--- src/rtl/pool_window_sequencer_pkg.sv ---
// Shared types and helpers for the 2x2/stride-2 pooling window sequencer.
package pool_seq_pkg;

  typedef enum logic [1:0] {
    IDLE  = 2'd0,
    FILL  = 2'd1,
    PAIR  = 2'd2,
    DRAIN = 2'd3
  } state_t;

  // In-window winner positions, reported on out_index
  localparam logic [1:0] POS_TL = 2'd0;
  localparam logic [1:0] POS_TR = 2'd1;
  localparam logic [1:0] POS_BL = 2'd2;
  localparam logic [1:0] POS_BR = 2'd3;

  function automatic int unsigned col_w(input int unsigned img_w);
    return $clog2(img_w);
  endfunction

endpackage

--- src/rtl/pool_window_sequencer_if.sv ---
// Pixel-in / pooled-out stream bundle; the sequencer sits on the slave side.
interface pool_window_sequencer_if #(
  parameter int unsigned DATA_WIDTH = 13
);
  logic [DATA_WIDTH-1:0] in_data;
  logic                  in_valid;
  logic                  in_ready;
  logic [DATA_WIDTH-1:0] out_data;
  logic [1:0]            out_index;
  logic                  out_last;
  logic                  out_valid;
  logic                  out_ready;

  modport master (
    output in_data, in_valid, out_ready,
    input  in_ready, out_data, out_index, out_last, out_valid
  );

  modport slave (
    input  in_data, in_valid, out_ready,
    output in_ready, out_data, out_index, out_last, out_valid
  );
endinterface

--- src/rtl/pool_window_sequencer_comparator.sv ---
// Combinational N-way signed max/min select; element 0 sits in the MSBs and ties keep the lowest index.
module pool_window_sequencer_comparator #(
  parameter  int unsigned N          = 4,
  parameter  int unsigned DATA_WIDTH = 13,
  localparam int unsigned IW         = (N > 1) ? $clog2(N) : 1
) (
  input  logic [N*DATA_WIDTH-1:0] data_in,
  input  logic                    s,
  output logic [DATA_WIDTH-1:0]   result,
  output logic [IW-1:0]           index
);

  logic signed [DATA_WIDTH-1:0] best_v;
  logic signed [DATA_WIDTH-1:0] cand;
  logic [IW-1:0]                best_i;

  // Strict compare so an equal later element never displaces an earlier one
  always_comb begin
    best_v = data_in[(N-1)*DATA_WIDTH +: DATA_WIDTH];
    best_i = '0;
    cand   = '0;
    for (int i = 1; i < N; i++) begin
      cand = data_in[(N-1-i)*DATA_WIDTH +: DATA_WIDTH];
      if (s ? (cand > best_v) : (cand < best_v)) begin
        best_v = cand;
        best_i = IW'(i);
      end
    end
    result = best_v;
    index  = best_i;
  end

endmodule

--- src/rtl/pool_window_sequencer.sv ---
// Streaming 2x2/stride-2 pooling controller: buffers one row, forms windows, emits value + winner position.
module pool_window_sequencer
  import pool_seq_pkg::*;
#(
  parameter int unsigned DATA_WIDTH = 13,
  parameter int unsigned IMG_W      = 16,
  parameter int unsigned IMG_H      = 16
) (
  input  logic                    clk,
  input  logic                    rst,
  input  logic                    start,
  input  logic                    s_mode,
  pool_window_sequencer_if.slave  bus,
  output logic                    busy,
  output logic                    done
);

  localparam int unsigned CW = col_w(IMG_W);
  localparam int unsigned RW = col_w(IMG_H);
  localparam logic [CW-1:0] COL_LAST = CW'(IMG_W - 1);
  localparam logic [RW-1:0] ROW_LAST = RW'(IMG_H - 1);

  state_t                state, state_nxt;
  logic [CW-1:0]         col;
  logic [RW-1:0]         row;
  logic                  mode;
  logic [DATA_WIDTH-1:0] linebuf [IMG_W];
  logic [DATA_WIDTH-1:0] hold;
  logic                  in_rdy;
  logic                  fire;
  logic                  win_load;

  logic [DATA_WIDTH-1:0] out_data_q;
  logic [1:0]            out_index_q;
  logic                  out_last_q;
  logic                  out_valid_q;

  logic [4*DATA_WIDTH-1:0] window;
  logic [DATA_WIDTH-1:0]   cmp_result;
  logic [1:0]              cmp_index;

  always_ff @(posedge clk) begin
    if (rst) state <= IDLE;
    else     state <= state_nxt;
  end

  // Next state plus the combinational handshake terms
  always_comb begin
    state_nxt = state;
    in_rdy    = 1'b0;
    done      = 1'b0;
    case (state)
      IDLE: begin
        if (start) state_nxt = FILL;
      end
      FILL: begin
        in_rdy = 1'b1;
        if (bus.in_valid && col == COL_LAST) state_nxt = PAIR;
      end
      PAIR: begin
        in_rdy = col[0] ? (!out_valid_q || bus.out_ready) : 1'b1;
        if (bus.in_valid && in_rdy && col == COL_LAST)
          state_nxt = (row == ROW_LAST) ? DRAIN : FILL;
      end
      DRAIN: begin
        if (out_valid_q && bus.out_ready) begin
          done      = 1'b1;
          state_nxt = IDLE;
        end
      end
      default: state_nxt = IDLE;
    endcase
  end

  assign fire     = bus.in_valid && in_rdy;
  assign win_load = fire && (state == PAIR) && col[0];
  assign busy     = (state != IDLE);

  always_ff @(posedge clk) begin
    if (rst) begin
      col  <= '0;
      row  <= '0;
      mode <= 1'b0;
    end else if (state == IDLE && start) begin
      col  <= '0;
      row  <= '0;
      mode <= s_mode;
    end else if (fire) begin
      if (col == COL_LAST) begin
        col <= '0;
        row <= (row == ROW_LAST) ? '0 : row + 1'b1;
      end else begin
        col <= col + 1'b1;
      end
    end
  end

  // Row storage and the bottom-left hold register carry no reset
  always_ff @(posedge clk) begin
    if (fire && state == FILL) linebuf[col] <= bus.in_data;
    if (fire && state == PAIR && !col[0]) hold <= bus.in_data;
  end

  assign window = {linebuf[col & ~CW'(1)], linebuf[col], hold, bus.in_data};

  pool_window_sequencer_comparator #(
    .N          (4),
    .DATA_WIDTH (DATA_WIDTH)
  ) u_cmp (
    .data_in (window),
    .s       (mode),
    .result  (cmp_result),
    .index   (cmp_index)
  );

  // A new window may reload the output register in the same cycle it is consumed
  always_ff @(posedge clk) begin
    if (rst) begin
      out_data_q  <= '0;
      out_index_q <= POS_TL;
      out_last_q  <= 1'b0;
      out_valid_q <= 1'b0;
    end else if (win_load) begin
      out_data_q  <= cmp_result;
      out_index_q <= cmp_index;
      out_last_q  <= (row == ROW_LAST) && (col == COL_LAST);
      out_valid_q <= 1'b1;
    end else if (out_valid_q && bus.out_ready) begin
      out_valid_q <= 1'b0;
      out_last_q  <= 1'b0;
    end
  end

  assign bus.in_ready  = in_rdy;
  assign bus.out_data  = out_data_q;
  assign bus.out_index = out_index_q;
  assign bus.out_last  = out_last_q;
  assign bus.out_valid = out_valid_q;

endmodule
--- src/flat_wrapper.sv ---
// flat-port wrapper written by rule: the top's interface ports become plain ports
module pool_window_sequencer_flat import pool_seq_pkg::*;
#(
  parameter int unsigned DATA_WIDTH = 13,
  parameter int unsigned IMG_W      = 16,
  parameter int unsigned IMG_H      = 16
)
  (clk, rst, start, s_mode, busy, done, bus_in_data, bus_in_valid, bus_out_ready, bus_in_ready, bus_out_data, bus_out_index, bus_out_last, bus_out_valid);
  pool_window_sequencer_if #(.DATA_WIDTH(DATA_WIDTH)) bus_i ();
  input  logic clk;
  input  logic rst;
  input  logic start;
  input  logic s_mode;
  output logic busy;
  output logic done;
  input wire logic [$bits(bus_i.in_data)-1:0] bus_in_data;
  input wire logic [$bits(bus_i.in_valid)-1:0] bus_in_valid;
  input wire logic [$bits(bus_i.out_ready)-1:0] bus_out_ready;
  output wire logic [$bits(bus_i.in_ready)-1:0] bus_in_ready;
  output wire logic [$bits(bus_i.out_data)-1:0] bus_out_data;
  output wire logic [$bits(bus_i.out_index)-1:0] bus_out_index;
  output wire logic [$bits(bus_i.out_last)-1:0] bus_out_last;
  output wire logic [$bits(bus_i.out_valid)-1:0] bus_out_valid;
  assign bus_i.in_data = bus_in_data;
  assign bus_i.in_valid = bus_in_valid;
  assign bus_i.out_ready = bus_out_ready;
  assign bus_in_ready = bus_i.in_ready;
  assign bus_out_data = bus_i.out_data;
  assign bus_out_index = bus_i.out_index;
  assign bus_out_last = bus_i.out_last;
  assign bus_out_valid = bus_i.out_valid;
  pool_window_sequencer #(.DATA_WIDTH(DATA_WIDTH), .IMG_W(IMG_W), .IMG_H(IMG_H)) u_core (.clk(clk), .rst(rst), .start(start), .s_mode(s_mode), .bus(bus_i), .busy(busy), .done(done));
endmodule
--- config.mk ---
export PLATFORM = sky130hd
export DESIGN_NAME = pool_window_sequencer_flat
export DESIGN_NICKNAME = d
export VERILOG_FILES = /design/src/rtl/pool_window_sequencer_pkg.sv /design/src/rtl/pool_window_sequencer_if.sv /design/src/rtl/pool_window_sequencer_comparator.sv /design/src/rtl/pool_window_sequencer.sv /design/src/flat_wrapper.sv
export SDC_FILE = /design/constraint.sdc
export NUM_CORES = 1
export LEC_CHECK = 0
export BUFFER_PORTS_ARGS = -buffer_cell sky130_fd_sc_hd__buf_2
export CORE_MARGIN = 2
export CORE_UTILIZATION = 31
export DETAILED_ROUTE_END_ITERATION = 6
export PLACE_DENSITY = 0.54
export RECOVER_POWER = 50
export SYNTH_ARGS = -nofsm -noshare
export SYNTH_HDL_FRONTEND = slang
export SYNTH_HIERARCHICAL = 1
export SYNTH_SLANG_ARGS = --single-unit
--- constraint.sdc ---
create_clock -name clk -period 11.3 [get_ports clk]
set_clock_uncertainty 0.15 [all_clocks]
set_input_delay 0.565 -clock clk [delete_from_list [all_inputs] [get_ports clk]]
set_output_delay 0.565 -clock clk [all_outputs]
set_load 0.005 [all_outputs]
Word-level counts from Yosys, hierarchy flattened
Memory sizes are Yosys's and may differ from the RTL's. A register that Yosys moved wholly into a read port is not among the register bits.
Cells that the tools add are included.
{"block": "word_totals", "register_bits": 41, "ramBits": 208, "inputBits": 19, "out_inout_bits": 20, "word_cells": 77, "memories": 1}
{"block": "classes", "n_addsub": 2, "n_lt_le_gt_ge": 6, "eq_ne": 9, "muxes": 30, "reduce_logical": 20}
{"memory": "u_core.linebuf", "words": 16, "width": 13, "read_ports": 2, "rd_clocked_by_memory_dff": 2, "write_ports": 1, "line": "pool_window_sequencer.sv:27", "source": "logic [DATA_WIDTH-1:0] linebuf [IMG_W];"}
{"cell": "13-bit greater-than comparator", "count": 3}
{"cell": "13-bit less-than comparator", "count": 3}
{"cell": "13-bit two-way mux", "count": 3}
{"cell": "4-bit two-way mux", "count": 6}
{"cell": "2-bit two-way mux", "count": 7}
{"cell": "1-bit two-way mux", "count": 12}
{"cell": "1-bit logical AND", "count": 11}
{"cell": "4-bit by 1-bit adder with 4-bit output (second input constant)", "count": 2}
{"cell": "4-bit == test (second input constant)", "count": 2}
{"cell": "2-bit one-hot mux with 4 select lines", "count": 1}
{"cell": "2-bit by 1-bit inequality test with 1-bit output (second input constant)", "count": 3}
{"cell": "2-bit == test (second input constant)", "count": 2}
{"cell": "4-bit AND reduction", "count": 1}
{"cell": "2-bit nonzero test", "count": 2}
{"cell": "2-bit by 1-bit == test with 1-bit output (second input constant)", "count": 1}
{"cell": "1-bit zero test", "count": 2}
{"cell": "2-bit zero test", "count": 1}
{"cell": "2-bit inequality test (second input constant)", "count": 1}
{"cell": "1-bit one-hot mux with 2 select lines", "count": 1}
{"cell": "2-bit AND reduction", "count": 1}
{"cell": "2-bit OR reduction", "count": 1}
{"cell": "1-bit logical OR", "count": 1}

Depth between registers and ports, before layout
Gate-level depths: netlist of run 1.
{"block": "depth", "word_depth": 9, "ltp_mapped": 42, "ltp_nobuf": 36}

Modules after synthesis
The synthesis of run 1 kept the hierarchy.
{"module": "pool_window_sequencer", "instances": 1, "cells_each": 575, "area_per_inst_um2": 9952.0, "seq_area_each_um2": 7277.0}
{"module": "pool_window_sequencer_comparator", "instances": 1, "cells_each": 261, "area_per_inst_um2": 1896.8, "seq_area_each_um2": 0.0}

Least setup slack after synthesis of run 1
Ideal clock, no wire load.
{"block": "synth_timing", "path_type": "register to register", "startpoint": "register (tool-made name)", "endpoint": "register u_core.out_data_q[10] (netlist: u_core/bus.out_data[10])", "setup_ns": 0.070, "arrival_ns": 8.038, "required_time_ns": 11.080, "slack_ns": 3.041, "stages_incl_launch_ff": 41, "n_path_buf": 5, "synth_period_minus_slack_ns": 8.259, "path_cell_list": "dfxtp_1 > buf_6 > buf_12 > mux4_1 > mux2_2 > nor2_1 > a31oi_1 > ha_1 > a21oi_1 > a21boi_1 > o31ai_2 > a211oi_4 > nor2_4 > clkbuf_1 > mux2i_1 > ha_1 > nand2_1 > nor2_1 > (+5 left out) > mux2i_1 > clkbuf_1 > a21oi_1 > ha_1 > nor2b_1 > o21ai_0 > nand2b_1 > o21a_1 > nand2_1 > o21ai_0 > a21oi_1 > o31ai_2 > mux2i_1 > mux2i_2 > buf_6 > mux2i_1 > nand2_1 > a21oi_1"}
{"element": "end signal, assigned", "line": "pool_window_sequencer.sv:124", "source": "out_data_q <= cmp_result;"}
{"element": "end, declared", "line": "pool_window_sequencer.sv:33", "source": "logic [DATA_WIDTH-1:0] out_data_q;"}

==> run summary, run 1 <==
Status -> finished, final reports clean
Placed cell areas -> 0.0127 sq mm
Yosys warns -> 6
Die footprint -> 0.0398 sq mm
# Post-CTS Setup Buffers -> 0
Initial Util -> 31.5%
Most used cell, CP -> a21oi_1
Sequential cell fraction of total power -> 43.1%
Layout Cell Area excl Fill -> 0.0135 sq mm
Worst Setup End Kind -> flop
Total track usage -> 14.5%
Max cap viols -> 0
Sw frac -> 28.7%
Fin. max-slew vios -> 0
Gate Count Post-Synth -> 836
CTS buffer count -> 27
Initial detailed-routing violation count -> 435
Post-synth EDFFs -> 221
Max frequency -> 100 MHz
Metal3 WL -> 996 microns
Ports -> 39
Slew headroom -> 18.3%
Core area -> 0.0377 sq mm
CTS Root Cell -> clkbuf_16
Library cells used by synthesis -> 75
Htree depth -> 1
Syn Area/Cell -> 14.2 sq um
TritonCTS Sinks -> 253
DR vias/cell -> 5.02
Die Y -> 200 microns
DR pass1 iterations -> 5
Die X -> 200 microns
RSZ-0062 raised after global routing -> false
Clk pwr share -> 34.9%
Via total after detailed routing -> 7,133
Final Hold Fails -> 0
Hold-fix buffers, CTS -> 0
Fraction of layout cells with a size suffix above 1 -> 15.6%
Initial antenna violation count -> 1
Pwr dens -> 179 mW/mm^2
Row count -> 71
Vias in the first global route -> 7,154
Inserted Diodes -> 0
Hold Path Class -> in -> reg
Routed wire length -> 28,700 microns
Congestion Overflow GR -> 0
Synthesized area -> 0.0118 sq mm
Crit path required time -> 11.53 ns
Clk slew on worst S/H paths -> 0.06 ns
Area Overhead vs Synth -> 13.8%
CP max stage delay -> 0.76 ns
Post-synthesis sequential area ratio -> 61.4%
TritonCTS clock tree -> built
Leakage -> 4.53 nW
Internal power -> 1.72 mW
CTS max path bufs -> 3
Critical path data arrival time -> 10.23 ns
Met1 wire length -> 12,700 microns
Switching power -> 0.691 mW
Slowest library cell on the worst path -> dfxtp_4
Clk Latency, worst-skew pair -> 0.53 ns
Worst Tran Pin Value -> 1.23 ns
Met2 routed WL -> 14,300 microns
Critical path class -> reg -> reg
Drt wl/cell -> 20.2 microns
Most frequent cells in the layout -> 221 x edfxtp_1, 100 x nand2_1, 52 x a21oi_1, 46 x nor2_1, 41 x ha_1
First-pass GRT wire length -> 43,300 microns
Commonest non-fill, non-tap cell in the layout -> edfxtp_1
Setup total negative slack -> 0 ns
Seq cells post-synth -> 253
Top layer in use -> met4
Final Wtd Congestion -> 0.820
Reg2Reg Depth -> 37
Post-route ant nets -> 0
Hold path depth -> 3
Worst setup SP type -> flop
Post-DP HPWL -> 19,300 microns
Synthesized Nets -> 896
# setup viols final -> 0
Period utilization -> 88.4%
Nets -> 949
Largest net degree at the start of global routing -> 33
Hold WS -> 0.151 ns
Resize count post-CTS -> 0
DRC errors left -> 0
Peak VDD IR -> 0.145 mV
Ys flop type -> edfxtp_1
Total Power -> 2.41 mW
Async SR Flop Fraction -> 0%
Combinational power share -> 22.0%
Clock period minus worst slack -> 9.99 ns
IO Port Bufs -> 38
CP max FO -> 32
[worst max-delay path, delay by kind of cell (launching register included)]
family | cells | cell delay [ns]
adder cells (fa/ha/maj) | 3 | 1.09
flip-flops | 1 | 0.76
AO/OA/AOI/OAI | 15 | 2.65
buffers and inverters | 2 | 0.58
multiplexers | 7 | 3.13
AND/OR/NAND/NOR | 10 | 1.40
[Yosys cell counts (all sizes together), types with 4 or more instances]
| cell | n | share of area [%] |
|---|---|---|
| clkbuf | 15 | 0.48 |
| nor2 | 48 | 1.6 |
| nand2b | 7 | 0.37 |
| nor3 | 9 | 0.38 |
| and2 | 5 | 0.26 |
| and3 | 5 | 0.26 |
| ha | 41 | 4.3 |
| inv | 39 | 1.2 |
| nand3 | 15 | 0.68 |
| a211oi | 5 | 0.46 |
| nand2 | 100 | 3.2 |
| a22oi | 4 | 0.25 |
| mux4 | 42 | 8.4 |
| a21oi | 52 | 2.2 |
| dfxtp | 32 | 5.4 |
| xor2 | 7 | 0.52 |
| mux2i | 42 | 3.6 |
| xnor2 | 7 | 0.52 |
| mux2 | 16 | 1.6 |
| nor4 | 4 | 0.26 |
| a31oi | 12 | 0.63 |
| a21o | 4 | 0.25 |
| a221oi | 13 | 1.0 |
| nand4 | 9 | 0.48 |
| o21ai | 17 | 0.75 |
| buf | 22 | 1.4 |
| edfxtp | 221 | 56 |
[power groups by stage]
stage	registers (mW)	clock network [mW]	logic (mW)
floorplan	1.05	0	0.402
global placement	1.06	0	0.531
detailed placement	1.06	0	0.531
CTS	1.04	0.863	0.534
global route	1.04	0.901	0.594
finish	1.04	0.842	0.531
[layer usage]
| layer | GRT usage [%] | vias up |
|---|---|---|
| li1 | - | 3334 |
| met1 | 19.1 | 3626 |
| met2 | 25.1 | 129 |
| met3 | 1.86 | 44 |
| met4 | 4.47 | 0 |
| met5 | 0 | - |
[cells by family after synthesis]
group,after synthesis,synth area share (%)
AO/OA/AOI/OAI,135,8.04
buffers and inverters,76,3.12
XOR/XNOR,14,1.03
flip-flops,253,61.4
AND/OR/NAND/NOR,216,8.43
multiplexers,100,13.6
adder cells (fa/ha/maj),42,4.41
[worst paths after layout]
kind,startpoint,end,slack [ns]
max,flop,u_core/bus.out_data[0],1.31
min,s_mode,u_core/mode,0.15
max reg2reg,flop,u_core/bus.out_data[0],1.31
min reg2reg,u_core/bus.out_data[7],u_core/bus.out_data[7],0.30
[cell type report]
type / count / area, sq um
Timing Repair Buffer: 61 / 335
Tap cell: 511 / 639
Inverter: 39 / 146
Multi-Input combinational cell: 507 / 4230
Fill cell: 3669 / 24200
Clock inverter: 18 / 153
Clock buffer: 31 / 691
Sequential cell: 253 / 7280
[stage by stage]
| step | instances | util, % | setup slack (ns) |
|---|---|---|---|
| final | 1420 | 35.8 | 1.31 |
| after global routing | 1420 | 35.8 | 0.501 |
| after CTS | 1420 | 35.9 | 1.38 |
| after detailed placement | 1371 | 33.7 | 1.39 |
| after global placement | 1371 | 33.7 | 1.52 |
| after floorplan | 836 | - | 3.04 |
[flip-flops by register name (all words and copies together) (netlist names), named ones only]
signal	cells
u_core/bus.out_data	13
u_core/bus.out_last	1
u_core/mode	1
u_core/linebuf	208
u_core/bus.out_valid	1
u_core/row	4
u_core/state	2
u_core/col	4
u_core/bus.out_index	2
u_core/hold	13
No activity file was read; power rests on OpenSTA's default activity.
==> inputs of run 2 (changes only) <==
Settings changed: RECOVER_POWER 50 to 25.
==> run summary, run 2 (same netlist as run 1, synthesis figures left out) <==
Routed wire length -> 28,700 microns (-0.15%)
Fillers -> 3,661 (-0.22%)
Top reg by flops -> u_core/linebuf
CP Depth -> 37 (unchanged)
Initial Util -> 31.5% (unchanged)
Largest net degree at the start of global routing -> 33 (unchanged)
Initial detailed-routing violation count -> 470 (+8.0%)
Commonest non-fill, non-tap cell in the layout -> edfxtp_1
Clock period minus worst slack -> 9.99 ns (-0.00116 ns)
Cell family with most CP delay -> compound AO/OA/AOI/OAI gates
Reg2Reg Depth -> 37 (unchanged)
Via total after detailed routing -> 7,112 (-0.29%)
Crit path required time -> 11.54 ns (about the same)
Resize count post-CTS -> 0 (unchanged)
Ports -> 39 (unchanged)
Layout Cell Area excl Fill -> 0.0135 sq mm (+0.24%)
Area Overhead vs Synth -> 14.0%
Die Y -> 200 microns (unchanged)
Die footprint -> 0.0398 sq mm (unchanged)
Clk Latency, worst-skew pair -> 0.52 ns (about the same)
TritonCTS Sinks -> 253 (unchanged)
Placed cell areas -> 0.0127 sq mm (unchanged)
Period utilization -> 88.4% (about the same)
Fraction of layout cells with a size suffix above 1 -> 18.2% (+2.5 points)
Worst Setup End Kind -> flop
Total track usage -> 14.5% (unchanged)
# setup viols final -> 0 (unchanged)
CP max FO -> 32 (unchanged)
Final Wtd Congestion -> 0.820 (unchanged)
CP Buf/Inv Count -> 3 (+1)
Most frequent cells in the layout -> 221 x edfxtp_1, 100 x nand2_1, 52 x a21oi_1, 46 x nor2_1, 41 x ha_1
Congestion Overflow GR -> 0 (unchanged)
Max frequency -> 100 MHz (about the same)
Clk slew on worst S/H paths -> 0.06 ns (about the same)
First-pass GRT wire length -> 43,300 microns (unchanged)
Initial antenna violation count -> 1 (unchanged)
DRC errors left -> 0 (unchanged)
Critical path class -> reg -> reg
Max cap viols -> 0 (unchanged)
Hold-fix buffers, CTS -> 0 (unchanged)
IO Port Bufs -> 38 (unchanged)
Max reg flops -> 208 (unchanged)
Inserted Diodes -> 0 (unchanged)
Post-DP HPWL -> 19,300 microns (unchanged)
RR Endpoint -> u_core/bus.out_data[0]
Setup total negative slack -> 0 ns (unchanged)
DR pass1 iterations -> 5 (unchanged)
CTS max path bufs -> 3 (unchanged)
Row count -> 71 (unchanged)
Fin. max-slew vios -> 0 (unchanged)
Worst setup SP type -> flop
Vias in the first global route -> 7,154 (unchanged)
Crit path to -> u_core/bus.out_data[0]
Peak VDD IR -> 0.146 mV (+0.78%)
Most used cell, CP -> nand2_1
Pwr dens -> 179 mW/mm^2 (-0.20%)
Flop-to-flop setup slack -> 1.31 ns (about the same)
DR vias/cell -> 5.01 (-0.29%)
Slew headroom -> 31.1% (+13 points)
Core area -> 0.0377 sq mm (unchanged)
Final Hold Fails -> 0 (unchanged)
RSZ-0062 raised after global routing -> false
Slowest library cell on the worst path -> dfxtp_4
Critical path data arrival time -> 10.23 ns (about the same)
Worst Tran Pin Value -> 1.03 ns (-0.192 ns)
Post-route ant nets -> 0 (unchanged)
Status -> finished, final reports clean
Htree depth -> 1 (unchanged)
Leakage -> 4.62 nW (+2.0%)
Hold WS -> 0.150 ns (-0.000599 ns)
# Post-CTS Setup Buffers -> 0 (unchanged)
Die X -> 200 microns (unchanged)
Drt wl/cell -> 20.2 microns (-0.15%)
CP max stage delay -> 0.76 ns (about the same)
Nets -> 949 (unchanged)
CTS buffer count -> 27 (unchanged)
CTS Root Cell -> clkbuf_16
TritonCTS clock tree -> built
Hold Path Class -> in -> reg
[run 2: final cells by class]
class | count | area (sq um) | share of cell area (%)
flip-flops and latches | 253 | 7280 | 53.9
multi-input cells | 507 | 4240 | 31.4
clock buffers | 31 | 691 | 5.11
well taps | 511 | 639 | 4.73
repair buffers | 61 | 363 | 2.69
clock inverters | 18 | 153 | 1.13
inverters | 39 | 146 | 1.08
[run 2: worst min path at each step]
stage / from / endpoint / slack [ns] / cells past startpoint
after floorplan: u_core/mode / u_core/mode / 0.28 / 2
after global placement: u_core/bus.out_data[1] / u_core/bus.out_data[1] / 0.29 / 2
after detailed placement: u_core/bus.out_data[7] / u_core/bus.out_data[7] / 0.30 / 2
after CTS: s_mode / u_core/mode / 0.13 / 3
final: s_mode / u_core/mode / 0.15 / 3
after global routing: s_mode / u_core/mode / 0.16 / 3
[run 2: worst min-delay path: stages]
cell and delay, ns:
buf_2 0.09, nand3_1 0.05, a21oi_1 0.05
[run 2: through the flow]
stage          cells  util [%]  setup slack (ns)  power, mW
6_report        1420      35.9              1.31       2.41
5_1_grt         1420      35.9             0.504       2.53
4_1_cts         1420      35.9              1.38       2.43
3_5_place_dp    1371      33.7              1.39       1.59
3_3_place_gp    1371      33.7              1.52       1.59
2_1_floorplan    836         -              3.04       1.45
[run 2: where the power goes]
group          internal (mW)  switching [mW]  leakage [nW]  total (mW)
Combinational          0.209           0.323          1.97       0.532
Sequential              1.03          0.0109          2.25        1.04
Clock                  0.485           0.358         0.402       0.843
[run 2: metal layers]
metal / GRT usage, % / vias to the layer above / routed length [microns]
met5: 0 / - / 0
met3: 1.86 / 44 / 972
met2: 25.1 / 132 / 14300
met1: 19.1 / 3607 / 12700
li1: - / 3329 / -
met4: 4.47 / 0 / 721
